--- src/rtl/jb_rr_select_8.sv ---
// Eight-way round-robin arbiter producing a registered 3-bit select index with
// hold-time timeout and programmable dead time between grants.
module jb_rr_select_8 #(
    parameter int HOLD_MAX   = 255,
    parameter int CNT_W      = 8,
    parameter int GAP_CYCLES = 1
) (
    input  logic       clk,
    input  logic       rst,
    input  logic [7:0] req,
    input  logic       done,
    output logic [2:0] sel,
    output logic       sel_valid,
    output logic       busy,
    output logic       timeout
);

    typedef enum logic [1:0] {
        IDLE  = 2'd0,
        GRANT = 2'd1,
        GAP   = 2'd2
    } state_t;

    localparam logic [CNT_W-1:0] HOLD_LAST = CNT_W'((HOLD_MAX  == 0) ? 0 : HOLD_MAX - 1);
    localparam logic [CNT_W-1:0] GAP_LAST  = CNT_W'((GAP_CYCLES == 0) ? 0 : GAP_CYCLES - 1);

    state_t           state_q, state_d;
    logic [2:0]       sel_q, sel_d;
    logic             sel_valid_q, sel_valid_d;
    logic             busy_q, busy_d;
    logic             timeout_q, timeout_d;
    logic [2:0]       ptr_q, ptr_d;
    logic [CNT_W-1:0] hold_q, hold_d;
    logic [CNT_W-1:0] gap_q, gap_d;

    logic [2:0] win;
    logic       found;
    logic [2:0] idx;
    logic       rel_user;
    logic       rel_to;

    // Scan from the farthest offset down so the bit nearest ptr wins last.
    always_comb begin
        win   = ptr_q;
        found = 1'b0;
        idx   = 3'd0;
        for (int k = 7; k >= 0; k--) begin
            idx = ptr_q + 3'(k);
            if (req[idx]) begin
                win   = idx;
                found = 1'b1;
            end
        end
    end

    assign rel_user = done || !req[sel_q];
    assign rel_to   = (HOLD_MAX != 0) && (hold_q == HOLD_LAST);

    always_comb begin
        state_d     = state_q;
        sel_d       = sel_q;
        sel_valid_d = sel_valid_q;
        timeout_d   = 1'b0;
        ptr_d       = ptr_q;
        hold_d      = hold_q;
        gap_d       = gap_q;
        case (state_q)
            IDLE: begin
                if (found) begin
                    sel_d       = win;
                    sel_valid_d = 1'b1;
                    hold_d      = '0;
                    state_d     = GRANT;
                end
            end
            GRANT: begin
                if (rel_user || rel_to) begin
                    sel_valid_d = 1'b0;
                    ptr_d       = sel_q + 3'd1;
                    // A user release coinciding with the limit is not a timeout.
                    timeout_d   = !rel_user;
                    gap_d       = '0;
                    state_d     = (GAP_CYCLES > 0) ? GAP : IDLE;
                end else begin
                    hold_d = hold_q + 1'b1;
                end
            end
            GAP: begin
                if (gap_q == GAP_LAST) begin
                    state_d = IDLE;
                end else begin
                    gap_d = gap_q + 1'b1;
                end
            end
            default: begin
                state_d     = IDLE;
                sel_valid_d = 1'b0;
            end
        endcase
        busy_d = (state_d != IDLE);
    end

    always_ff @(posedge clk or posedge rst) begin
        if (rst) begin
            state_q     <= IDLE;
            sel_q       <= 3'd0;
            sel_valid_q <= 1'b0;
            busy_q      <= 1'b0;
            timeout_q   <= 1'b0;
            ptr_q       <= 3'd0;
            hold_q      <= '0;
            gap_q       <= '0;
        end else begin
            state_q     <= state_d;
            sel_q       <= sel_d;
            sel_valid_q <= sel_valid_d;
            busy_q      <= busy_d;
            timeout_q   <= timeout_d;
            ptr_q       <= ptr_d;
            hold_q      <= hold_d;
            gap_q       <= gap_d;
        end
    end

    assign sel       = sel_q;
    assign sel_valid = sel_valid_q;
    assign busy      = busy_q;
    assign timeout   = timeout_q;

endmodule

--- config.mk ---
export PLATFORM = sky130hd
export DESIGN_NAME = jb_rr_select_8
export DESIGN_NICKNAME = d
export VERILOG_FILES = /design/src/rtl/jb_rr_select_8.sv
export SDC_FILE = /design/constraint.sdc
export NUM_CORES = 1
export LEC_CHECK = 0
export ABC_AREA = 1
export BUFFER_PORTS_ARGS = -buffer_cell sky130_fd_sc_hd__buf_2
export CORE_MARGIN = 3
export CORE_UTILIZATION = 31
export CTS_CLUSTER_DIAMETER = 60
export DETAILED_ROUTE_END_ITERATION = 10
export GPL_ROUTABILITY_DRIVEN = 0
export PLACE_DENSITY = 0.55
export SYNTH_ARGS = -nofsm -noshare
export SYNTH_HDL_FRONTEND = slang
export SYNTH_SLANG_ARGS = --single-unit
export TNS_END_PERCENT = 10
--- constraint.sdc ---
create_clock -name clk -period 2.3 [get_ports clk]
set_input_delay 0.115 -clock clk [delete_from_list [all_inputs] [get_ports clk]]
set_output_delay 0.115 -clock clk [all_outputs]
set_load 0.05 [all_outputs]
==> flow_metrics.py, run 1 <==
metrics = {
    "place": {
        "dp_hpwl_um": 3880,
        "dp.cells": 401,
        "dpl_worst_slack_ns": 0.0899,
        "io_buffers": 16,
    },
    "sta": {
        "fin_skew_ns": 0.0113,
        "maxSlewHeadroom_pct": 76.1,
        "max_freq_mhz": 451,
        "min_period_over_period_pct": 96.3,
        "min_period_ns": 2.22,
        "finalSetupViolations": 0,
        "final_max_slew_viol_count": 0,
        "layout_setup_ws_ns": 0.0842,
        "tightest_slew_ns": 0.359,
        "rsz0062_at_grt": "true",
        "hold_violations": 0,
    },
    "critical_path": {
        "cp-end-kind": "flop",
        "crit_type": "reg2reg",
        "crit_chain": "buf_4 > ha_2 > xnor2_2 > inv_2 > nand3_2 > nand2_2 > inv_2 > nand4_4 > nor3_4 > nor2_4 > nor2_4 > buf_6 > nand2_1 > o21ai_2",
        "required_ns": 2.51,
        "cpMaxStageDelayCell": "dfrtp_1",
        "startpoint_type": "flop",
        "reg2reg_depth": 14,
        "path_max_fanout": 8,
        "arrival_ns": 2.43,
        "critPathMaxStageDelay_ns": 0.40,
    },
    "yosys": {
        "yosys.area.top_type": "dfrtp_1",
        "ys_seq_area_share_pct": 32.1,
        "synth_top_area_share_pct": 32.1,
        "yosys_warnings": 0,
        "yosys_register_bits": 27,
        "avgSynthCellArea_um2": 7.05,
        "postSynthCellCount": 299,
        "synthTopCellsByArea": "dfrtp_1, nand2_1, nand3_1",
        "netlist-cell-type-count": 32,
        "syn_nets": 317,
        "netlist_area_mm2": 0.00211,
    },
    "drt": {
        "avgRoutedWirePerCell_um": 12.2,
        "vias": 1936,
        "met3_length_um": 136,
        "drt_iter0_drc": 56,
        "top_layer": "met4",
        "via_per_inst": 4.72,
        "wl_met1_um": 2450,
        "ant_nets": 0,
        "firstDrtPassIters": 4,
        "drc": 0,
        "wl_met2_um": 2350,
        "wl_um": 5000,
    },
    "global_route": {
        "grt_max_degree": 28,
        "grt_overflow": 0,
        "grt_pass1_wl_um": 8460,
        "grt.total_usage_pct": 13.4,
        "antenna_found_initial": 0,
        "grt_pass1_vias": 1870,
    },
    "final_layout": {
        "layout.nets": 352,
        "drive_gt1_share_pct": 23.4,
        "seq_area_um2": 676,
        "mostFrequentLayoutCell": "nand2_1",
        "n_antenna_cell": 0,
        "fin_cells": 410,
        "layout_common_cells": "nand2_1, nand3_1, inv_1",
        "nFillCells": 682,
        "multi_input_area_mm2": 0.00127,
        "syn2layout_area_growth_pct": 17.5,
    },
    "cts": {
        "root_buffer": "clkbuf_8",
        "clk_latency_ns": 0.27,
        "cts.clk_slew.worst_paths_ns": 0.10,
        "cts_buffers": 3,
        "htree_levels": 1,
        "cts_sinks": 27,
        "clockBufferDepth": 2,
        "cts_tree": "built",
    },
    "min_path": {
        "min_delay_path_depth": 4,
        "hold_path.class": "in2reg",
    },
    "job": {
        "cap_violations": 0,
    },
    "die": {
        "initial_core_util_pct": 32.6,
        "dieArea_mm2": 0.00782,
        "num_rows": 29,
        "die_w_um": 88.4,
        "io_pins": 17,
        "die_h_um": 88.4,
        "core_mm2": 0.00646,
    },
    "status": {
        "status": "finished, final reports clean",
    },
}
cells in the mapped netlist, drive strengths merged:
cell and count:
buf 5, nand2 93, o211ai 1, ha 7
xor2 10, o21ai 14, inv 39, nor4 1
clkinv 1, o21a 2, dfrtp 27, xnor2 6
nand3 43, or2 1, nor2 26, a21oi 7
o22ai 4, and2 1, nor3 5, nand4 6
flip-flops by register name (all words and copies together), names as in the netlist:
register and flops:
gap_q 8, state_q 2, busy 1, sel_valid 1, sel 3, ptr_q 3
hold_q 8, timeout 1
worst max-delay path, delay by kind of cell, from the launching register on:
| family | cells | cell delay [ns] |
|---|---|---|
| buffers and inverters | 4 | 0.48 |
| adders and majority gates | 1 | 0.19 |
| AOI/OAI and AO/OA | 1 | 0.05 |
| DFF | 1 | 0.40 |
| xor gates and xnor gates | 1 | 0.23 |
| and+or+nand+nor | 7 | 0.81 |
cell type report:
class	instances	share of cell area (%)
clock buffer	4	1.82
inverter	40	6.27
multi-input combinational	227	51.2
sequential	27	27.3
tap	77	3.89
timing repair buffer	35	9.55
what timing repair did:
item	in CTS	in global routing
setup endpoints to repair	0	15
setup buffers	0	4
endpoints found under the hold margin	27	0
hold buffers	1	0
gates resized for setup	0	17
logic make-up (layout without fill, tap and decap cells):
| kind of cell | after synthesis | in the layout | synth area share (%) |
|---|---|---|---|
| adder cells (fa/ha/maj) | 7 | 7 | 4.16 |
| AND/OR/NAND/NOR | 176 | 176 | 39.4 |
| flip-flops | 27 | 27 | 32.1 |
| buffers and inverters | 45 | 79 | 9.74 |
| AO/OA/AOI/OAI | 28 | 28 | 7.60 |
| XOR/XNOR | 16 | 16 | 7.01 |
through the flow:
step | hold slack (ns) | utilization, % | area, µm² | setup TNS [ns]
2_1_floorplan | 0.168 | - | 2110 | 0
3_3_place_gp | 0.201 | 36.2 | 2340 | 0
3_5_place_dp | 0.205 | 36.2 | 2340 | 0
4_1_cts | 0.183 | 37.0 | 2390 | 0
5_1_grt | 0.209 | 38.3 | 2480 | -0.682
6_report | 0.176 | 38.3 | 2480 | 0
final timing paths:
check                          start         to  slack, ns
max                         ptr_q[1]  hold_q[1]       0.08
max reg2reg                 ptr_q[1]  hold_q[1]       0.08
min                             done    timeout       0.18
max in group asynchronous        rst  hold_q[0]       1.59
min reg2reg                sel_valid  sel_valid       0.51
min in group asynchronous        rst  hold_q[4]       0.44
metal layers:
layer / global-route usage, % / vias up
met2: 22.4 / 25
li1: - / 1023
met5: 0 / -
met4: 4.53 / 0
met1: 18.2 / 880
met3: 1.30 / 8
Power of run 1 is not shown: default switching activity piles up to over one toggle a cycle in this logic, so the estimate is an artifact.
==> run 2, diff against run 1 <==
--- a/config.mk
+++ b/config.mk
@@ -14,4 +14,5 @@
 export GPL_ROUTABILITY_DRIVEN = 0
 export PLACE_DENSITY = 0.55
+export SETUP_SLACK_MARGIN = 0.3
 export SYNTH_ARGS = -nofsm -noshare
 export SYNTH_HDL_FRONTEND = slang
==> constraint.sdc (replaced) <==
create_clock -name clk -period 2.3 [get_ports clk]
set_input_delay 0.46 -clock clk [delete_from_list [all_inputs] [get_ports clk]]
set_output_delay 0.46 -clock clk [all_outputs]
set_load 0.05 [all_outputs]
==> flow_metrics.py, run 2 (synthesized netlist as in run 1, its figures left out) <==
metrics = {
    "cts": {
        "cts_sinks": 27,
        "cts.clk_slew.worst_paths_ns": 0.09,
        "cts_buffers": 3,
        "htree_levels": 1,
        "hold_buffers": 0,
        "cts_tree": "built",
        "root_buffer": "clkbuf_8",
        "clockBufferDepth": 2,
        "clk_latency_ns": 0.26,
    },
    "drt": {
        "ant_nets": 0,
        "drc": 0,
        "drt_iter0_drc": 88,
        "firstDrtPassIters": 4,
        "via_per_inst": 4.89,
        "wl_um": 5340,
        "avgRoutedWirePerCell_um": 12.8,
        "vias": 2036,
    },
    "final_layout": {
        "n_antenna_cell": 0,
        "syn2layout_area_growth_pct": 25.5,
        "layout_common_cells": "nand2_1, inv_1, nand3_1, dfrtp_1, nor2_1",
        "top_regs": "gap_q x8, hold_q x8",
        "layout.nets": 358,
        "mostFrequentLayoutCell": "nand2_1",
        "postLayoutCoreUtil_pct": 40.9,
        "drive_gt1_share_pct": 29.5,
    },
    "global_route": {
        "grt_max_degree": 28,
        "antenna_found_initial": 0,
        "grt.total_usage_pct": 13.9,
        "grt_pass1_vias": 1916,
        "grt_overflow": 0,
        "grt_pass1_wl_um": 8690,
    },
    "sta": {
        "maxSlewHeadroom_pct": 76.8,
        "rsz0062_at_grt": "true",
        "tightest_slew_ns": 0.348,
        "hold_violations": 0,
        "max_freq_mhz": 457,
        "min_period_over_period_pct": 95.0,
        "min_period_ns": 2.19,
        "finalSetupTns_ns": 0,
        "finalHoldWorstSlack_ns": 0.239,
        "finalSetupViolations": 0,
        "final_max_slew_viol_count": 0,
        "fin_skew_ns": 0.00457,
    },
    "critical_path": {
        "r2r_slack_ns": 0.11,
        "r2r-end": "hold_q[6]",
        "startpoint_type": "flop",
        "cpMaxStageDelayCell": "dfrtp_1",
        "r2r_start": "ptr_q[1]",
        "path_max_fanout": 8,
        "critPathMaxStageDelay_ns": 0.42,
        "reg2reg_depth": 14,
        "crit_chain": "inv_2 > ha_4 > inv_8 > nand3_4 > nand3_2 > nand2_2 > inv_2 > nand4_4 > nor3_4 > nor2_4 > nor2_4 > buf_6 > nand2_1 > nand2_1",
        "required_ns": 2.51,
        "cp-end-kind": "flop",
        "arrival_ns": 2.40,
        "crit_type": "reg2reg",
    },
    "die": {
        "die_w_um": 88.4,
        "die_h_um": 88.4,
        "num_rows": 29,
        "initial_core_util_pct": 32.6,
        "core_mm2": 0.00646,
        "io_pins": 17,
        "dieArea_mm2": 0.00782,
    },
    "place": {
        "dp_hpwl_um": 4060,
        "io_buffers": 16,
    },
    "min_path": {
        "hold_path.class": "in2async",
    },
    "status": {
        "status": "finished, final reports clean",
    },
    "job": {
        "cap_violations": 0,
    },
}
==> run 2: cell type report <==
cell class / count / area [µm²]
flip-flops and latches: 27 / 677
multi-input cells: 227 / 1390
inverters: 40 / 160
repair buffers: 41 / 275
well taps: 77 / 96.3
fillers: 651 / 3810
clock buffers: 4 / 45.0
==> run 2: worst max-delay path by stage <==
stage	start	endpoint	slack [ns]	cells after the start
2_1_floorplan	ptr_q[0]	hold_q[1]	0.22	16
3_3_place_gp	ptr_q[0]	hold_q[5]	0.15	13
3_5_place_dp	ptr_q[0]	hold_q[4]	0.14	13
4_1_cts	ptr_q[0]	hold_q[1]	0.20	14
5_1_grt	ptr_q[0]	hold_q[1]	0.008	14
6_report	ptr_q[1]	hold_q[6]	0.11	14
==> run 2: per-layer routing <==
layer | up-vias | part of all wire (%) | wire length [µm] | global-route usage, %
met1 | 936 | 45 | 2380 | 17.9
met5 | - | 0 | 0 | 0
met4 | 0 | 1.8 | 97 | 3.57
met3 | 10 | 3.1 | 164 | 1.40
li1 | 1040 | - | - | -
met2 | 50 | 51 | 2700 | 24.9
==> run 2: metrics by stage <==
stage | std cells | cell area, µm² | worst slack (ns)
after floorplan | 299 | 2180 | 0.222
after global placement | 398 | 2380 | 0.150
after detailed placement | 398 | 2380 | 0.140
after CTS | 404 | 2440 | 0.195
after global routing | 416 | 2640 | 0.00760
final | 416 | 2640 | 0.114
==> run 2: repair_timing <==
| action | in CTS | in global routing |
|---|---|---|
| hold endpoints to repair | 0 | 0 |
| setup buffers | 2 | 12 |
| pin swaps | 1 | 12 |
| setup endpoints to repair | 19 | 24 |
| gates resized for setup | 2 | 26 |
==> run 2: critical path: cells and delay by family, from the launching register on <==
| kind | cells | cell delay, ns |
|---|---|---|
| DFF | 1 | 0.42 |
| adders and majority gates | 1 | 0.32 |
| buffers and inverters | 4 | 0.43 |
| and+or+nand+nor | 9 | 0.94 |
Power of run 2 is left out for the same reason.
